<file path="src/rtl/ap3216_i2c_responder.sv">
// ap3216_i2c_responder
//   I2C target that stands in for an AP3216 ambient-light/proximity sensor so
//   the sensor-polling initiator can be brought up on boards without the part.
//   SCL/SDA are oversampled on the 50 MHz system clock (2-flop synchronizer,
//   FILT_LEN-sample glitch filter, edge detect). The target serves a 16-byte
//   register map: 0x00-0x09 are writable storage, and 0x0A-0x0F mirror the live
//   IR/ALS/PS inputs through a shadow captured at the start of each read.
//   Pointers 0x10-0xFF read as 0x00, and writes to them are discarded.
//
// Ports
//   I_clk        system clock, 50 MHz
//   I_rst        asynchronous active-high reset
//   I_scl        bus SCL, raw
//   I_sda        bus SDA, raw pad input
//   O_sda_oe     1 = pull SDA low, 0 = release (open-drain)
//   I_als_data   ALS value (regs 0x0C low byte, 0x0D high byte)
//   I_ps_data    PS value (reg 0x0E = [3:0], reg 0x0F = [9:4])
//   I_ir_data    IR value (reg 0x0A = [1:0], reg 0x0B = [9:2])
//   O_sys_cfg    current contents of register 0x00
//   O_wr_stb     one-cycle pulse per accepted register write
//   O_wr_addr    register pointer of that write
//   O_wr_data    data byte of that write
//   O_busy       high while this device is addressed, until STOP
//   O_dbg_state  current FSM state (debug observation)
//
// Write notification: O_wr_stb is a valid-only strobe with no ready. O_wr_addr
// and O_wr_data are valid in the same cycle that O_wr_stb is high, and they hold
// until the next strobe. The consumer cannot stall it and must take it that cycle.

module ap3216_i2c_responder #(
    parameter logic [6:0] DEV_ADDR = 7'h1E,
    parameter int         FILT_LEN = 3
) (
    input  logic        I_clk,
    input  logic        I_rst,
    input  logic        I_scl,
    input  logic        I_sda,
    output logic        O_sda_oe,
    input  logic [15:0] I_als_data,
    input  logic [9:0]  I_ps_data,
    input  logic [9:0]  I_ir_data,
    output logic [7:0]  O_sys_cfg,
    output logic        O_wr_stb,
    output logic [7:0]  O_wr_addr,
    output logic [7:0]  O_wr_data,
    output logic        O_busy,
    output logic [3:0]  O_dbg_state
);

    // FSM encoding
    localparam logic [3:0] ST_IDLE      = 4'd0;
    localparam logic [3:0] ST_ADDR      = 4'd1;
    localparam logic [3:0] ST_ADDR_ACK  = 4'd2;
    localparam logic [3:0] ST_REG       = 4'd3;
    localparam logic [3:0] ST_REG_ACK   = 4'd4;
    localparam logic [3:0] ST_WR_DATA   = 4'd5;
    localparam logic [3:0] ST_WR_ACK    = 4'd6;
    localparam logic [3:0] ST_RD_DATA   = 4'd7;
    localparam logic [3:0] ST_RD_ACK    = 4'd8;
    localparam logic [3:0] ST_WAIT_STOP = 4'd9;
    localparam logic [3:0] ST_IGNORE    = 4'd10;

    // First pointer value outside the writable register bank.
    localparam logic [7:0] RW_TOP = 8'h0A;

    localparam int             CW      = $clog2(FILT_LEN + 1);
    localparam logic [CW-1:0]  CNT_MAX = CW'(FILT_LEN - 1);

    // ------------------------------------------------------------------
    // Input conditioning
    // ------------------------------------------------------------------
    logic [1:0]    scl_sync;
    logic [1:0]    sda_sync;
    logic          scl_filt;
    logic          sda_filt;
    logic [CW-1:0] scl_cnt;
    logic [CW-1:0] sda_cnt;
    logic          scl_filt_d;
    logic          sda_filt_d;

    // The synchronizers preset to 1 so that reset does not look like a bus event.
    always_ff @(posedge I_clk or posedge I_rst) begin
        if (I_rst) begin
            scl_sync <= 2'b11;
            sda_sync <= 2'b11;
        end else begin
            scl_sync <= {scl_sync[0], I_scl};
            sda_sync <= {sda_sync[0], I_sda};
        end
    end

    // The glitch filter counts consecutive samples that differ from the
    // accepted level. The new level is taken on the FILT_LEN-th such sample.
    // Any sample that agrees with the accepted level restarts the count.
    always_ff @(posedge I_clk or posedge I_rst) begin
        if (I_rst) begin
            scl_filt <= 1'b1;
            scl_cnt  <= '0;
        end else if (scl_sync[1] == scl_filt) begin
            scl_cnt  <= '0;
        end else if (scl_cnt == CNT_MAX) begin
            scl_filt <= scl_sync[1];
            scl_cnt  <= '0;
        end else begin
            scl_cnt  <= scl_cnt + 1'b1;
        end
    end

    always_ff @(posedge I_clk or posedge I_rst) begin
        if (I_rst) begin
            sda_filt <= 1'b1;
            sda_cnt  <= '0;
        end else if (sda_sync[1] == sda_filt) begin
            sda_cnt  <= '0;
        end else if (sda_cnt == CNT_MAX) begin
            sda_filt <= sda_sync[1];
            sda_cnt  <= '0;
        end else begin
            sda_cnt  <= sda_cnt + 1'b1;
        end
    end

    always_ff @(posedge I_clk or posedge I_rst) begin
        if (I_rst) begin
            scl_filt_d <= 1'b1;
            sda_filt_d <= 1'b1;
        end else begin
            scl_filt_d <= scl_filt;
            sda_filt_d <= sda_filt;
        end
    end

    logic scl_rise;
    logic scl_fall;
    logic start_det;
    logic stop_det;

    assign scl_rise  = scl_filt & ~scl_filt_d;
    assign scl_fall  = ~scl_filt & scl_filt_d;
    // SCL must be high both before and after the SDA edge. This rejects an
    // SDA change that lands in the same cycle as an SCL edge.
    assign start_det = scl_filt & scl_filt_d & sda_filt_d & ~sda_filt;
    assign stop_det  = scl_filt & scl_filt_d & ~sda_filt_d & sda_filt;

    // ------------------------------------------------------------------
    // Register map and read mux
    // ------------------------------------------------------------------
    logic [3:0]  state;
    logic [3:0]  bit_cnt;
    logic [7:0]  shift;
    logic [7:0]  rd_shift;
    logic [7:0]  ptr;
    logic        rw;
    logic        rd_ack_ok;
    logic [7:0]  regs [0:9];
    logic [15:0] sh_als;
    logic [9:0]  sh_ps;
    logic [9:0]  sh_ir;
    logic [7:0]  rd_byte;
    logic [7:0]  shift_in;

    assign shift_in    = {shift[6:0], sda_filt};
    assign O_sys_cfg   = regs[0];
    assign O_dbg_state = state;

    // Data registers are served from the shadow. Every byte of one read burst
    // then comes from a single capture of the live inputs.
    always_comb begin
        rd_byte = 8'h00;
        if (ptr < RW_TOP) begin
            rd_byte = regs[ptr[3:0]];
        end else begin
            case (ptr)
                8'h0A:   rd_byte = {6'b0, sh_ir[1:0]};
                8'h0B:   rd_byte = sh_ir[9:2];
                8'h0C:   rd_byte = sh_als[7:0];
                8'h0D:   rd_byte = sh_als[15:8];
                8'h0E:   rd_byte = {4'b0, sh_ps[3:0]};
                8'h0F:   rd_byte = {2'b0, sh_ps[9:4]};
                default: rd_byte = 8'h00;
            endcase
        end
    end

    // ------------------------------------------------------------------
    // Protocol FSM
    //   Incoming bits are shifted on SCL rise. Each byte boundary is acted on
    //   at the SCL fall that follows the 8th rise. O_sda_oe only moves in the
    //   cycle after a detected SCL fall, so SDA is never changed while SCL is
    //   high. START and STOP override every state.
    // ------------------------------------------------------------------
    always_ff @(posedge I_clk or posedge I_rst) begin
        if (I_rst) begin
            state     <= ST_IDLE;
            bit_cnt   <= '0;
            shift     <= '0;
            rd_shift  <= '0;
            ptr       <= '0;
            rw        <= 1'b0;
            rd_ack_ok <= 1'b0;
            O_sda_oe  <= 1'b0;
            O_busy    <= 1'b0;
            O_wr_stb  <= 1'b0;
            O_wr_addr <= '0;
            O_wr_data <= '0;
            sh_als    <= '0;
            sh_ps     <= '0;
            sh_ir     <= '0;
            for (int i = 0; i < 10; i++) begin
                regs[i] <= 8'h00;
            end
        end else begin
            O_wr_stb <= 1'b0;
            if (start_det) begin
                // A repeated START keeps ptr, so a pointer write can be
                // followed directly by a read.
                state    <= ST_ADDR;
                bit_cnt  <= '0;
                O_sda_oe <= 1'b0;
            end else if (stop_det) begin
                state    <= ST_IDLE;
                bit_cnt  <= '0;
                O_sda_oe <= 1'b0;
                O_busy   <= 1'b0;
            end else begin
                case (state)
                    ST_ADDR: begin
                        if (scl_rise && bit_cnt != 4'd8) begin
                            shift   <= shift_in;
                            bit_cnt <= bit_cnt + 4'd1;
                        end else if (scl_fall && bit_cnt == 4'd8) begin
                            bit_cnt <= '0;
                            if (shift[7:1] == DEV_ADDR) begin
                                state    <= ST_ADDR_ACK;
                                O_sda_oe <= 1'b1;
                                O_busy   <= 1'b1;
                                rw       <= shift[0];
                                // Capture here so the shadow is settled before
                                // the first data bit is driven.
                                if (shift[0]) begin
                                    sh_als <= I_als_data;
                                    sh_ps  <= I_ps_data;
                                    sh_ir  <= I_ir_data;
                                end
                            end else begin
                                state  <= ST_IGNORE;
                                O_busy <= 1'b0;
                            end
                        end
                    end

                    ST_ADDR_ACK: begin
                        if (scl_fall) begin
                            if (rw) begin
                                state    <= ST_RD_DATA;
                                O_sda_oe <= ~rd_byte[7];
                                rd_shift <= {rd_byte[6:0], 1'b0};
                                bit_cnt  <= 4'd1;
                            end else begin
                                state    <= ST_REG;
                                O_sda_oe <= 1'b0;
                                bit_cnt  <= '0;
                            end
                        end
                    end

                    ST_REG: begin
                        if (scl_rise && bit_cnt != 4'd8) begin
                            shift   <= shift_in;
                            bit_cnt <= bit_cnt + 4'd1;
                        end else if (scl_fall && bit_cnt == 4'd8) begin
                            ptr      <= shift;
                            O_sda_oe <= 1'b1;
                            bit_cnt  <= '0;
                            state    <= ST_REG_ACK;
                        end
                    end

                    ST_REG_ACK: begin
                        if (scl_fall) begin
                            O_sda_oe <= 1'b0;
                            bit_cnt  <= '0;
                            state    <= ST_WR_DATA;
                        end
                    end

                    ST_WR_DATA: begin
                        if (scl_rise && bit_cnt != 4'd8) begin
                            shift   <= shift_in;
                            bit_cnt <= bit_cnt + 4'd1;
                        end else if (scl_fall && bit_cnt == 4'd8) begin
                            O_sda_oe <= 1'b1;
                            bit_cnt  <= '0;
                            state    <= ST_WR_ACK;
                            // Bytes outside the writable bank are still ACKed,
                            // but they are dropped and produce no strobe.
                            if (ptr < RW_TOP) begin
                                regs[ptr[3:0]] <= shift;
                                O_wr_stb       <= 1'b1;
                                O_wr_addr      <= ptr;
                                O_wr_data      <= shift;
                            end
                        end
                    end

                    ST_WR_ACK: begin
                        if (scl_fall) begin
                            O_sda_oe <= 1'b0;
                            ptr      <= ptr + 8'd1;
                            bit_cnt  <= '0;
                            state    <= ST_WR_DATA;
                        end
                    end

                    ST_RD_DATA: begin
                        if (scl_fall) begin
                            if (bit_cnt == 4'd8) begin
                                O_sda_oe  <= 1'b0;
                                rd_ack_ok <= 1'b0;
                                state     <= ST_RD_ACK;
                            end else begin
                                O_sda_oe <= ~rd_shift[7];
                                rd_shift <= {rd_shift[6:0], 1'b0};
                                bit_cnt  <= bit_cnt + 4'd1;
                            end
                        end
                    end

                    ST_RD_ACK: begin
                        // ptr advances on the ACK rise, so rd_byte already
                        // shows the next register when the ACK clock falls.
                        if (scl_rise) begin
                            if (!sda_filt) begin
                                rd_ack_ok <= 1'b1;
                                ptr       <= ptr + 8'd1;
                            end else begin
                                state <= ST_WAIT_STOP;
                            end
                        end else if (scl_fall && rd_ack_ok) begin
                            state    <= ST_RD_DATA;
                            O_sda_oe <= ~rd_byte[7];
                            rd_shift <= {rd_byte[6:0], 1'b0};
                            bit_cnt  <= 4'd1;
                        end
                    end

                    // IDLE, WAIT_STOP and IGNORE only leave on START/STOP.
                    default: begin
                    end
                endcase
            end
        end
    end

endmodule
</file>
<file path="config.mk">
export PLATFORM = sky130hd
export DESIGN_NAME = ap3216_i2c_responder
export DESIGN_NICKNAME = d
export VERILOG_FILES = /design/src/rtl/ap3216_i2c_responder.sv
export SDC_FILE = /design/constraint.sdc
export NUM_CORES = 1
export LEC_CHECK = 0
export BUFFER_PORTS_ARGS = -buffer_cell sky130_fd_sc_hd__buf_2
export CAP_MARGIN = 10
export CORE_MARGIN = 5
export CORE_UTILIZATION = 58
export DETAILED_ROUTE_END_ITERATION = 10
export HOLD_SLACK_MARGIN = 0.03
export PLACE_DENSITY = 0.86
export SYNTH_ARGS = -nofsm -noshare
export SYNTH_HDL_FRONTEND = slang
export SYNTH_SLANG_ARGS = --single-unit
</file>
<file path="constraint.sdc">
create_clock -name I_clk -period 10.54 [get_ports I_clk]
set_input_delay 1.581 -clock I_clk [delete_from_list [all_inputs] [get_ports I_clk]]
set_output_delay 1.581 -clock I_clk [all_outputs]
set_load 0.05 [all_outputs]
</file>
==> impl_metrics.tcl <==
set metrics [dict create \
    status "finished clean" \
    coreArea_sq_mm 0.0146 \
    drive_above_1_share 0.348 \
    peakVddDrop_uv 139 \
    syn_area_per_cell_sq_um 11.9 \
    port_buffers 70 \
    ios 71 \
    power_density_mw_per_mm2 218 \
    grt_pass1_wl_um 34400 \
    cts_buffers 17 \
    routed_wl_um 20900 \
    routedWlPerCell_um 21.5 \
    ys.flop_type "dfrtp_1" \
    cp.required_ns 8.96 \
    start_kind "register" \
    die_area_sq_mm 0.0176 \
    fin_crit_ns 3.16 \
    synth_seq_cells 180 \
    clock_skew_ns 0.00594 \
    ys_warn_count 0 \
    multi_input_area_sq_mm 0.00394 \
    post_cts_resized 0 \
    initialDrtViolationCount 817 \
    post-dp-hpwl_um 13800 \
    setup_violations 0 \
    dieWidth_um 133 \
    n_fill_cell 1028 \
    final_area_sq_mm 0.00966 \
    end_kind "primary output" \
    synth_top_area_share 0.492 \
    grt_setup_unrepaired "false" \
    gr-total-overflow 0 \
    path_clk_slew_ns 0.06 \
    max_freq_mhz 317 \
    grt_usage 0.244 \
    drv_cap 0 \
    regArea_sq_mm 0.00451 \
    cts_hold_buf 0 \
    setup_tns_ns 0 \
    ctsRootBufferMaster "clkbuf_16" \
    ant_nets 0 \
    power.switching_uw 774 \
    synthToLayoutAreaGrowth_pct 10.5 \
    syn_inst 732 \
    netSwitchingFraction 0.367 \
    start_util 0.597 \
    synth-seq-area-share 0.516 \
    worst_pin_slew_ns 1.23 \
    grt_pass1_vias 6533 \
    cts_htree_levels 4 \
    p_int_mw 1.33 \
    synthTopCellsByCount "dfrtp_1, mux2_2, nand2_1, o21ai_0, nor2_1" \
    diodes 0 \
    place_area_sq_mm 0.00912 \
    syn_area_sq_mm 0.00874 \
    post-cts-setup-buffers 0 \
    synth.most_common_cell "dfrtp_1" \
    synth_nets 778 \
    seq_power_share 0.425 \
    cpPeakStageDelay_ns 0.76 \
    grt_max_degree 105 \
    slew_headroom 0.160 \
    nets 821 \
    via_count 6283 \
    worstPathArrival_ns 1.58 \
    synthTopCellsByArea "dfrtp_1, mux2_2, nand2_1" \
    clk_path_buf_depth 2 \
    p_leak_nw 4.52 \
    critPathTopFamily "flip-flops" \
    min_period_over_period 0.300 \
    clock-sinks 180 \
    tritoncts "built" \
    p_comb_frac 0.298 \
    ys_types 77 \
    finalHoldViolCount 0 \
    synth_area_leader_cell "dfrtp_1" \
    antenna_found_initial 0 \
    synth_edf_count 0 \
    path_class "register to primary output" \
    min_path_type "register to register" \
    worst-path-buf-inv 1 \
    clock_power_share 0.277 \
    remaining_drc_errors 0 \
    slew_viol_final 0 \
    place.gp.congestion 0.937 \
    dieHeight_um 133 \
    path_max_fanout 23 \
    clk_latency_ns 0.43 \
    viasPerCell 6.46 \
    cp_cell_sequence "buf_2" \
    row_count 44 \
    drt_pre_antenna_iters 6 \
    async_reset_ff_frac 1.00 \
    total_power_mw 2.11 \
    cp_slowest_cell "dfrtp_1" \
]
==> registers in the layout (all words and copies together), names as in the netlist, 4 cells and up <==
| name | flops |
|---|---|
| O_sys_cfg | 8 |
| sh_als | 16 |
| O_wr_data | 8 |
| sh_ps | 10 |
| O_wr_addr | 8 |
| rd_shift | 7 |
| shift | 8 |
| regs | 72 |
| sh_ir | 10 |
| ptr | 8 |
| O_dbg_state | 4 |
| bit_cnt | 4 |
==> routing by layer <==
metal  vias up  wire, um  global-route usage
met1      3107      8370               0.318
met4         0       863               0.123
met2       324     10300               0.394
met3        88      1340              0.0456
li1       2764         -                   -
met5         -         0                   0
==> worst register-to-register path, delay by kind of cell, from the launching register on <==
family,cells,cell delay (ns)
adders and majority gates,1,0.59
buffers and inverters,2,0.96
muxes,1,0.12
AOI/OAI and AO/OA,3,0.93
and+or+nand+nor,1,0.16
DFF,1,0.33
==> power groups by stage <==
stage               registers [mW]  logic (mW)  clock network [mW]
finish                       0.894       0.629               0.584
global route                 0.906       0.679               0.620
CTS                          0.889       0.618               0.589
detailed placement           0.900       0.612                   0
global placement             0.893       0.589                   0
floorplan                    0.847       0.495                   0
==> cell families (layout without fill, tap and decap cells) <==
| logic type | after synthesis | count (layout) | synth area share |
|---|---|---|---|
| AO/OA/AOI/OAI | 130 | 130 | 0.103 |
| flip-flops | 180 | 180 | 0.516 |
| adder cells (fa/ha/maj) | 6 | 6 | 0.00859 |
| multiplexers | 162 | 162 | 0.217 |
| XOR/XNOR | 4 | 4 | 0.00401 |
| AND/OR/NAND/NOR | 188 | 188 | 0.119 |
| buffers and inverters | 62 | 118 | 0.0325 |
==> final timing paths <==
kind / cells past startpoint / to / start / slack, ns
worst min-delay path: 0 / scl_sync[1] / scl_sync[0] / 0.36
worst max register to register: 8 / O_sda_oe / ptr[0] / 7.38
max in group asynchronous: 3 / O_wr_addr[2] / I_rst / 7.74
worst min register to register: 0 / scl_sync[1] / scl_sync[0] / 0.36
worst max-delay path: 1 / O_dbg_state[0] / O_dbg_state[0] / 7.38
min in group asynchronous: 2 / sh_als[13] / I_rst / 1.32
==> metrics by stage <==
stage | setup slack, ns | utilization | cells | hold WS [ns]
final | 7.38 | 0.660 | 972 | 0.356
after detailed placement | 7.14 | 0.623 | 940 | 0.348
after CTS | 7.38 | 0.660 | 972 | 0.357
after global placement | 7.24 | 0.623 | 940 | 0.346
after global routing | 7.22 | 0.660 | 972 | 0.364
after floorplan | 4.09 | - | 732 | 0.345
==> layout make-up <==
cell class / instances / share of cell area
clock buffers: 28 / 0.0535
inverters: 11 / 0.00479
flip-flops and latches: 180 / 0.467
well taps: 184 / 0.0238
clock inverters: 4 / 0.00233
multi-input cells: 490 / 0.408
repair buffers: 75 / 0.0401
==> cells in the final DEF (no fill, tap or decap), types with 6 or more instances in the layout <==
cell type	synthesis	final
ha_1	6	6
nand2b_1	6	6
nand3_1	15	15
clkbuf_16	0	17
a21oi_1	16	16
buf_2	13	70
mux2_2	137	137
mux2i_1	14	14
dfstp_2	8	8
nand3_2	8	8
clkbuf_1	27	6
a211oi_1	9	9
a2bb2oi_1	6	6
inv_1	10	9
a22oi_1	9	9
mux4_2	8	8
and2_1	12	12
nor3_1	13	13
o21ai_0	32	32
nor2b_1	10	10
nand2_1	60	60
nor2_1	28	28
o22ai_1	6	6
dfrtp_1	172	172
No activity file was read; power rests on OpenSTA's default activity.
